### src/rtl/prio_arb_pkg.sv
// Shared state type and one-hot helper for the registered priority arbiter.
package prio_arb_pkg;

    typedef enum logic {
        IDLE  = 1'b0,
        GRANT = 1'b1
    } arb_state_t;

    // Widest arbiter the one-hot helper can describe; callers slice the result down to N.
    localparam int MAX_N = 64;

    function automatic logic [MAX_N-1:0] onehot_of(input int unsigned idx, input int unsigned n);
        logic [MAX_N-1:0] v;
        v = MAX_N'(1) << idx;
        if (idx >= n) begin
            v = '0;
        end
        return v;
    endfunction

endpackage

### src/rtl/prio_find.sv
// Combinational wrapped priority search: scans req downward from start
// (start, start-1, ..., 0, N-1, ...) and reports the first set line.
module prio_find
    import prio_arb_pkg::*;
#(
    parameter  int N = 4,
    localparam int W = $clog2(N)
) (
    input  logic [N-1:0] req,
    input  logic [W-1:0] start,
    output logic         found,
    output logic [W-1:0] idx
);

    logic [2*N-1:0] doubled;
    logic [N-1:0]   window;
    logic [N-1:0]   scan;
    logic [W-1:0]   hit;
    int             pos;

    assign doubled = {req, req};

    // window[j] is req[(start+1+j) mod N], so the highest set bit of window is the winner.
    assign window = N'(doubled >> (32'(start) + 1));

    always_comb begin
        found = 1'b0;
        hit   = '0;
        scan  = window;
        for (int j = 0; j < N; j++) begin
            if (scan[0]) begin
                found = 1'b1;
                hit   = W'(j);
            end
            scan = scan >> 1;
        end
        pos = int'(start) + 1 + int'(hit);
        if (pos >= N) begin
            pos = pos - N;
        end
        idx = W'(pos);
    end

endmodule

### src/rtl/prio_arb_reg.sv
// Registered N-way priority arbiter with a valid/ready held grant.
// Define PRIO_ARB_ROUND_ROBIN_EN for round-robin search; the default build is fixed priority (highest index wins).
module prio_arb_reg
    import prio_arb_pkg::*;
#(
    parameter  int N = 4,
    localparam int W = $clog2(N)
) (
    input  logic         clk,
    input  logic         reset,
    input  logic [N-1:0] req,
    input  logic         grant_ready,
    output logic         grant_valid,
    output logic [W-1:0] grant_idx,
    output logic [N-1:0] grant_onehot,
    output logic         idle
);

    arb_state_t   state;
    arb_state_t   state_next;
    logic         found;
    logic [W-1:0] win_idx;
    logic [W-1:0] search_start;
    logic         accept;
    logic         load;
    logic         clear;

    assign accept = (state == GRANT) && grant_ready;

`ifdef PRIO_ARB_ROUND_ROBIN_EN
    logic [W-1:0] rr_ptr;
    logic [W-1:0] rr_next;

    // A back-to-back recapture on the accepting edge must already search past the winner just served.
    always_comb begin
        rr_next = rr_ptr;
        if (accept) begin
            rr_next = (grant_idx == '0) ? W'(N - 1) : grant_idx - W'(1);
        end
    end

    always_ff @(posedge clk or posedge reset) begin
        if (reset) begin
            rr_ptr <= W'(N - 1);
        end else begin
            rr_ptr <= rr_next;
        end
    end

    assign search_start = rr_next;
`else
    assign search_start = W'(N - 1);
`endif

    prio_find #(
        .N(N)
    ) u_find (
        .req   (req),
        .start (search_start),
        .found (found),
        .idx   (win_idx)
    );

    always_ff @(posedge clk or posedge reset) begin
        if (reset) begin
            state <= IDLE;
        end else begin
            state <= state_next;
        end
    end

    always_comb begin
        state_next = state;
        case (state)
            IDLE: begin
                if (found) begin
                    state_next = GRANT;
                end
            end
            GRANT: begin
                if (grant_ready) begin
                    state_next = found ? GRANT : IDLE;
                end
            end
            default: state_next = IDLE;
        endcase
    end

    // While a grant waits for grant_ready nothing loads, so the outputs stay frozen whatever req does.
    always_comb begin
        load  = 1'b0;
        clear = 1'b0;
        case (state)
            IDLE: begin
                load = found;
            end
            GRANT: begin
                if (grant_ready) begin
                    load  = found;
                    clear = !found;
                end
            end
            default: begin
                load  = 1'b0;
                clear = 1'b0;
            end
        endcase
    end

    always_ff @(posedge clk or posedge reset) begin
        if (reset) begin
            grant_valid  <= 1'b0;
            grant_idx    <= '0;
            grant_onehot <= '0;
            idle         <= 1'b1;
        end else begin
            idle <= (state == IDLE) && (req == '0);
            if (load) begin
                grant_valid  <= 1'b1;
                grant_idx    <= win_idx;
                grant_onehot <= N'(onehot_of(32'(win_idx), N));
            end else if (clear) begin
                grant_valid  <= 1'b0;
                grant_onehot <= '0;
            end
        end
    end

endmodule
### config.mk
export PLATFORM = sky130hd
export DESIGN_NAME = prio_arb_reg
export DESIGN_NICKNAME = d
export VERILOG_FILES = /design/src/rtl/prio_arb_pkg.sv /design/src/rtl/prio_find.sv /design/src/rtl/prio_arb_reg.sv
export SDC_FILE = /design/constraint.sdc
export NUM_CORES = 1
export LEC_CHECK = 0
export CORE_AREA = 2 2 39 41
export CTS_CLUSTER_SIZE = 20
export DETAILED_ROUTE_END_ITERATION = 7
export DIE_AREA = 0 0 41 43
export MAX_ROUTING_LAYER = met4
export RECOVER_POWER = 25
export SLEW_MARGIN = 25
export SYNTH_ARGS = -nofsm -noshare
export SYNTH_HDL_FRONTEND = slang
export SYNTH_SLANG_ARGS = --single-unit
### constraint.sdc
create_clock -name clk -period 3.1 [get_ports clk]
set_clock_uncertainty 0.15 [all_clocks]
set_input_delay 0.465 -clock clk [delete_from_list [all_inputs] [get_ports clk]]
set_output_delay 0.465 -clock clk [all_outputs]
set_load 0.01 [all_outputs]
; ---- Yosys cells after proc, flatten, opt, wreduce, memory -nomap -nowiden
; Cells that the tools add are included.
[classes]
add_sub_neg = 2
magnitude_cmp = 1
shifts = 1
n_mux = 19
n_bitwise = 1
n_reduce_logical = 4
[op_table]
columns = cell, count
row1 = 1-bit 2-to-1 mux, 12
row2 = 4-bit 2-to-1 mux, 2
row3 = 2-bit 2-to-1 mux, 3
row4 = "3-bit by 2-bit adder with 4-bit output, first input constant", 1
row5 = "4-bit by 3-bit greater-or-equal comparator with 1-bit output, second input constant", 1
row6 = 4-bit zero test, 1
row7 = 1-bit one-hot mux with 2 select lines, 2
row8 = "1-bit by 2-bit << shifter with 4-bit output, first input constant", 1
row9 = 2-bit nonzero test, 1
row10 = "2-bit by 1-bit subtractor with 2-bit output, second input constant", 1
row11 = 1-bit logical AND, 1
row12 = 1-bit zero test, 1
row13 = 1-bit NOT, 1
[totals]
reg_bits = 9
input_bits = 7
out_inout_bits = 8
wordCells = 33

; ---- Depth between registers and ports, before layout
[logic_depth]
depth_word = 9
mapped_depth = 3
ltp_nobuf = 3

; ---- Cells and area by module
; Synthesis repeated with hierarchy kept, for this count alone.
[hier_totals]
hier_cells = 54
hier_area_um2 = 519.2
[modules_own_cells]
columns = module, n_inst, cells_each, area_each_um2, seq_area_each_um2
row1 = prio_arb_reg, 1, 30, 361.6, 226.5
row2 = prio_find, 1, 24, 157.7, 0.0

; ---- Worst setup path after synthesis
; OpenSTA, ideal clock, no wires.
[synth_timing]
path_type = in2reg
start = input req[1]
end = register grant_onehot[3]
setup_time_ps = 65
t_arrival_ps = 1275
slack_ps = 1609
path_stages = 3
n_path_buf = 0
cell_sequence = or4_4 -> o21ai_2 -> a22o_1
[synth_between]
elab_chain_cells = 8
word_cells_on_any_way = 18
[synth_lines]
columns = element, line_no
row1 = from (decl), prio_arb_reg.sv:11  ; input logic [N-1:0] req,
row2 = 1-bit 2-to-1 mux, prio_find.sv:31  ; if (scan[0]) begin
row3 = 2-bit 2-to-1 mux (2 in series), prio_find.sv:31
row4 = 3-bit by 2-bit adder with 4-bit output, prio_find.sv:37  ; pos = int'(start) + 1 + int'(hit);
row5 = 4-bit by 3-bit greater-or-equal comparator with 1-bit output or 2-bit by 1-bit subtractor with 2-bit output (tied branches), "prio_find.sv:38, prio_find.sv:39"
row6 = 2-bit 2-to-1 mux, prio_find.sv:38  ; if (pos >= N) begin
row7 = 1-bit by 2-bit << shifter with 4-bit output, prio_arb_pkg.sv:14  ; v = MAX_N'(1) << idx;
row8 = 4-bit 2-to-1 mux, prio_arb_reg.sv:118  ; if (load) begin
row9 = to (signal assigned), prio_arb_reg.sv:121  ; grant_onehot <= N'(onehot_of(32'(win_idx), N));
row10 = to (decl), prio_arb_reg.sv:15  ; output logic [N-1:0] grant_onehot,
; Parallel ways exist; a longest one is shown, timed or not.
; A chain may end at the register's enable or synchronous reset.

; ---- Worst setup path in the final report
[layout_timing]
start = register idle
end = output idle
[layout_lines]
columns = element, line_no
row1 = from (decl), prio_arb_reg.sv:16  ; output logic idle
row2 = from (signal assigned), prio_arb_reg.sv:117  ; idle <= (state == IDLE) && (req == '0);
; No word-level cell between the ends.

==> results.md <==
Synth:
- Yosys mapped the design onto 17 distinct sky130hd cell types.
- The warning count from the yosys run is 0.
- The number of cells produced by synthesis is 36.
- The synthesis-stage register bit count is 9.
- The dominant cell type by area after synthesis is dfrtp_1.
- The synthesized design devotes to its leading area cell type 51.61% of total area.
- The proportion of synthesized chip area in sequential cells is 58.39%.
- The total nets after synthesis is 43.
- After synthesis, the mean cell area works out to 10.77 um^2.
- The synthesized cell area is 387.9 um^2.
- After synthesis, the cell types taking the most area are dfrtp_1 (52%), dfstp_2 (6.8%), a32o_2 (5.8%), o21ai_0 (5.2%), nor2_1 (4.8%).

Clock network:
- The root buffer selected by CTS is clkbuf_4.
- The number of gates resized after CTS was 0.
- The CTS buffer count is 3.
- In this run the deepest clock path goes through 2 buffers.
- TritonCTS built the clock tree.
- The clock reaches the later pin of the worst-skew pair after around 0.26 ns.
- Hold repair after CTS inserted 0 buffers.
- Clock tree synthesis found a total of 9 sinks.
- After clock tree synthesis, the clock-pin slew on the worst setup and hold paths is 0.06 ns.
- The post-CTS setup repair buffer count is 0.
- The H-tree depth is 1.

Layout:
- The final antenna diode count is 0.
- The core occupancy in the finished layout is 41.59%.
- The finished layout holds 70 standard cells, fillers aside.
- The share of post-route cells with drive strength above 1 is 16.67%.
- In the final design database the tool counted 62 nets.
- Relative to the synthesized area, the layout overhead comes to 48.39%.

Detailed routing:
- In the final routed layout, each cell accounts on average for 11.53 um.
- Before antenna repair, the detailed router went through 4 iterations.
- After detailed routing, the number of remaining DRC violations is 0.
- The first routing iteration left 7 violations.
- The antenna violation net count after detailed routing is 0.
- The aggregate routed wire length is 807 um.
- Dividing the detail-routed via count by the number of cells gives 4.771.
- The via count is 334.

Floorplan:
- After floorplanning, the core was sized to cover 1384 um^2.
- For this design the top-level I/O count stands at 15.
- The overall die width is 41 um.
- The area of the die is 1763 um^2.
- The starting density of the core is 28.03%.
- Row generation in the floorplan step produced 14 rows.
- The die is between 40 and 50 um tall.

Outcome:
- The run finished with clean final reports.

Worst setup path:
- The critical path start-end classification is register to primary output.
- For the worst setup path, the data required time is approximately 2.5 ns.
- The kind of capture point of the worst setup path is a primary output.
- STA classifies the critical path startpoint as a register.
- STA puts the critical path data arrival time at 1.28 ns.
- The worst register-to-register path has a depth of 3.
- On the critical path the largest part of the delay comes from buffers and inverters.
- Of all nets on the critical path, the largest fanout is 1.
- The maximum cell stage delay along the critical path is 0.52 ns.
- The number of buffers and inverters on the critical path is 1.
- The logic depth of the worst path, buffers included is 1.
- The slowest stage of the critical path belongs to the cell clkdlybuf4s50_1.
- The signal on the critical path passes through clkdlybuf4s50_1.

STA:
- The final setup violation count is 0.
- Setup total negative slack on the finished layout was measured at 0 ns.
- The number of max-slew violations in the final report is 0.
- The routed design could run at a clock period as short as 1.894 ns.
- Headroom to the max-slew limit came out at between 70% and 80%.
- The final number of hold-violating endpoints is 0.
- The worst path uses 61.11% of the clock period.
- Setup repair after global routing left no endpoint under its margin.
- The maximum clock rate is 0.5279 GHz.
- The pin slew with the least headroom to its limit is 0.3715 ns.

Hold path:
- The number of cells traversed by the worst hold path is 1.
- The class of the worst hold path is register to register.

Place:
- The number of buffers added on ports is 14.
- Detailed placement finished with a half-perimeter wire length of around 620 um.
- Counting tap cells, the placed design contains a total of 66 instances.
- The global placement routability congestion is 0.6985.

Global routing:
- The overflow left after global routing is 0.
- Entering global routing, the biggest net connects 10 pins.
- The initial antenna violation count is 0.
- Global routing consumed, over all layers together, about an eighth of the routing resources.
- The first global-routing pass estimated 1400 um of wire.
- The number of global-route vias before repair came to about 320.

Power and ir drop:
- The power density of the placed cells is about 460 nW/um^2.
- For this design the total switching power over the nets is 67.53 uW.
- The overall power is approximately 270 uW.
- In this run switching power makes up approximately a quarter of total power.
- The total internal power is 198.4 uW.
- The maximum vdd drop is 0.1884 mV.
- Summed over all cells, the static leakage comes to 0.0002431 uW.
- The share of power burned in registers is a little under 50%.
- The share of total power dissipated in combinational logic is 17.6%.
- The clock power share is around a third.

Job:
- Max-cap violations in this run came to 0.
[metrics by stage]
stage | hold slack, ns | instance area (um^2) | setup WS [ns]
after global routing | 0.3742 | 575.6 | 1.158
after detailed placement | 0.3447 | 548.0 | 1.012
final | 0.3526 | 575.6 | 1.206
after floorplan | 0.1422 | 387.9 | 1.609
after global placement | 0.3358 | 548.0 | 1.021
after CTS | 0.3131 | 575.6 | 1.190
[cell usage after synthesis]
master     n
nand2b_1   1
a31oi_1    1
a2bb2oi_1  1
a21oi_1    2
nor2_1     5
nor2b_1    1
inv_1      3
o41ai_1    1
a22o_1     1
nand2_1    2
o21ai_2    1
or4_4      1
o21ai_0    4
a32o_2     2
dfrtp_1    8
dfstp_2    1
nor4_1     1
[cells in the final DEF (no fill, tap or decap)]
cell and instances:
o21ai_2 1, dlygate4sd3_1 1, clkdlybuf4s50_1 13, or4_4 1
nand2_1 2, a31oi_1 1, a21oi_1 2, clkinv_2 1
a32o_2 2, nand2b_1 1, clkbuf_4 3, a2bb2oi_1 1
o41ai_1 1, dfstp_2 1, dfrtp_1 8, o21ai_0 4
nor2_1 5, nor2b_1 1, a22o_1 1, inv_1 3
nor4_1 1
[power by group through the flow]
stage	logic, uW	registers, uW	clock network, uW
2_1_floorplan	15.0	134	0
3_3_place_gp	47.2	131	0
3_5_place_dp	47.6	131	0
4_1_cts	47.6	129	95.0
5_1_grt	51.9	130	102
6_report	46.8	129	90.3
[cells by family after synthesis]
family          after synthesis  synth area share, %
flops                         9                58.39
compound gates               13                24.20
simple gates                 11                14.52
buf+inv                       3                2.903
[path summary, 6_finish.rpt]
| check | from | end | slack, ns |
|---|---|---|---|
| worst max-delay path | idle$_DFF_PP1_ | idle | 1.21 |
| worst min-delay path | grant_onehot[2]$_DFFE_PP0P_ | grant_onehot[2]$_DFFE_PP0P_ | 0.35 |
| max in group asynchronous | reset | idle$_DFF_PP1_ | 2.06 |
| worst max register to register | state$_DFF_PP0_ | grant_onehot[2]$_DFFE_PP0P_ | 1.83 |
| min in group asynchronous | reset | grant_onehot[0]$_DFFE_PP0P_ | 0.44 |
| worst min register to register | grant_onehot[2]$_DFFE_PP0P_ | grant_onehot[2]$_DFFE_PP0P_ | 0.35 |
[sequential cells by signal, indices dropped and copies added, names as in the netlist]
signal	flops
grant_idx	2
grant_onehot	4
grant_valid	1
idle	1
state	1
[final cells by class]
cell class              instances  area [um^2]
clock inverters                 1        5.005
flip-flops and latches          9        226.5
repair buffers                 14        140.1
well taps                      16        20.02
multi-input cells              24        150.1
inverters                       3        11.26
clock buffers                   3        22.52
fillers                       142        808.3
[routing by layer]
| metal | global-route usage, % | wire length (um) |
|---|---|---|
| met1 | 15.84 | 386 |
| met2 | 15.63 | 371 |
| met3 | 4.712 | 22 |
| met4 | 10.00 | 27 |
| met5 | - | 0 |
Power figures use the tool's default switching activity.
==> RTL edit: new RTL, same flow settings <==
`N` is set to 4 in 2 places; all go to 2.
--- a/src/rtl/prio_find.sv
+++ b/src/rtl/prio_find.sv
@@ -4,5 +4,5 @@
     import prio_arb_pkg::*;
 #(
-    parameter  int N = 4,
+    parameter  int N = 2,
     localparam int W = $clog2(N)
 ) (
--- a/src/rtl/prio_arb_reg.sv
+++ b/src/rtl/prio_arb_reg.sv
@@ -4,5 +4,5 @@
     import prio_arb_pkg::*;
 #(
-    parameter  int N = 4,
+    parameter  int N = 2,
     localparam int W = $clog2(N)
 ) (
Interface: changed (resized grant_idx, grant_onehot and req); port bits go from 15 to 10. No check against the original RTL was run, so the function may have changed too.
==> RTL edit against the unedited design <==
Core utilization is 14 points lower; clock power decreased by 14%; area after synthesis shrank 36%; worst setup slack gained 8.6 ps; critical path type unchanged; first-iteration DRC count is 14% lower; final area is 33% lower; sequential cell count fell by 3; register-to-register slack improved by 130 ps; largest cell class unchanged; die area unchanged; wire length shrank 43%; combinational power shrank 28%; via count decreased by 37%; total power down 24%.
==> RTL edit: results (changes against the unedited design) <==
outcome=complete, no violations (unchanged); Seq area share=39.41% (was 39.35%); met1 WL=210 µm (was 386 µm); worst vdd ir=0.2367 mV (was 0.1884 mV); Signal buffers=9 (was 14); vias in the first global route=194 (was 323); DP Cell Count=49 (was 66); Placement Setup Slack=1377 ps (was 1012 ps); Routed WL per cell=8.660 µm (was 11.53 µm); layout cells sized above 1=13.51% (was 16.67%); Pleak=0.1596 nW (was 0.2431 nW); Signal inverters=2 (was 3); final core occ=27.76% (was 41.59%); first-pass GRT wire length=834 µm (was 1400 µm); maximum number of pins on one net before global-route repair=8 (was 10); HPWL Detailed=365.1 µm (was 620.9 µm); main area contributors after synthesis=dfrtp_1, dfstp_2, o21ai_1 (was dfrtp_1, dfstp_2, a32o_2); Final Net Count=43 (was 62); ClkCell Share=6.840% (was 4.783%); syn avg cell area=10.32 µm² (was 10.77 µm²); DRT iter0 DRCs=6 (was 7); Layout non-clock buf frac=23.45% (was 24.35%); placed inst area=357.8 µm² (was 548.0 µm²); met1 GRT Util=9.241% (was 15.84%); multi-input gates=16 (was 24); max layer used=met3 (was met4); number of vias per cell=4.000 (was 4.771); GP Congestion=0.7324 (was 0.6985); sequential share of the synthesized area=61.11% (was 58.39%); routing usage on met3=9.424% (was 4.712%); Mapped Nets=29 (was 43); met3 routed WL=74 µm (was 22 µm)
RTL edit: kinds of logic (layout without fill, tap and decap cells):
logic type | after synthesis | after routing | synth area share [%]
AOI/OAI and AO/OA | 8 | 8 | 19.19
buffers and inverters | 2 | 15 | 3.031
DFF | 6 | 6 | 61.11
and+or+nand+nor | 8 | 8 | 16.67
RTL edit: final timing paths:
check | from | to | slack, ps | depth (start not counted)
worst max-delay path | idle | idle | 1210 | 1
worst min-delay path | grant_onehot[0] | grant_onehot[0] | 350 | 2
worst max register to register | state | grant_onehot[1] | 1960 | 3
worst min register to register | grant_onehot[0] | grant_onehot[0] | 350 | 2
max in group asynchronous | reset | idle | 2130 | 2
min in group asynchronous | reset | state | 410 | 2
RTL edit: report_power, final:
group | internal, W | switching [W] | leakage, nW
registers | 0.0000854 | 0.00000468 | 0.0661
logic | 0.0000199 | 0.0000137 | 0.0785
clock network | 0.0000488 | 0.0000286 | 0.0150
total | 0.000154 | 0.0000470 | 0.160
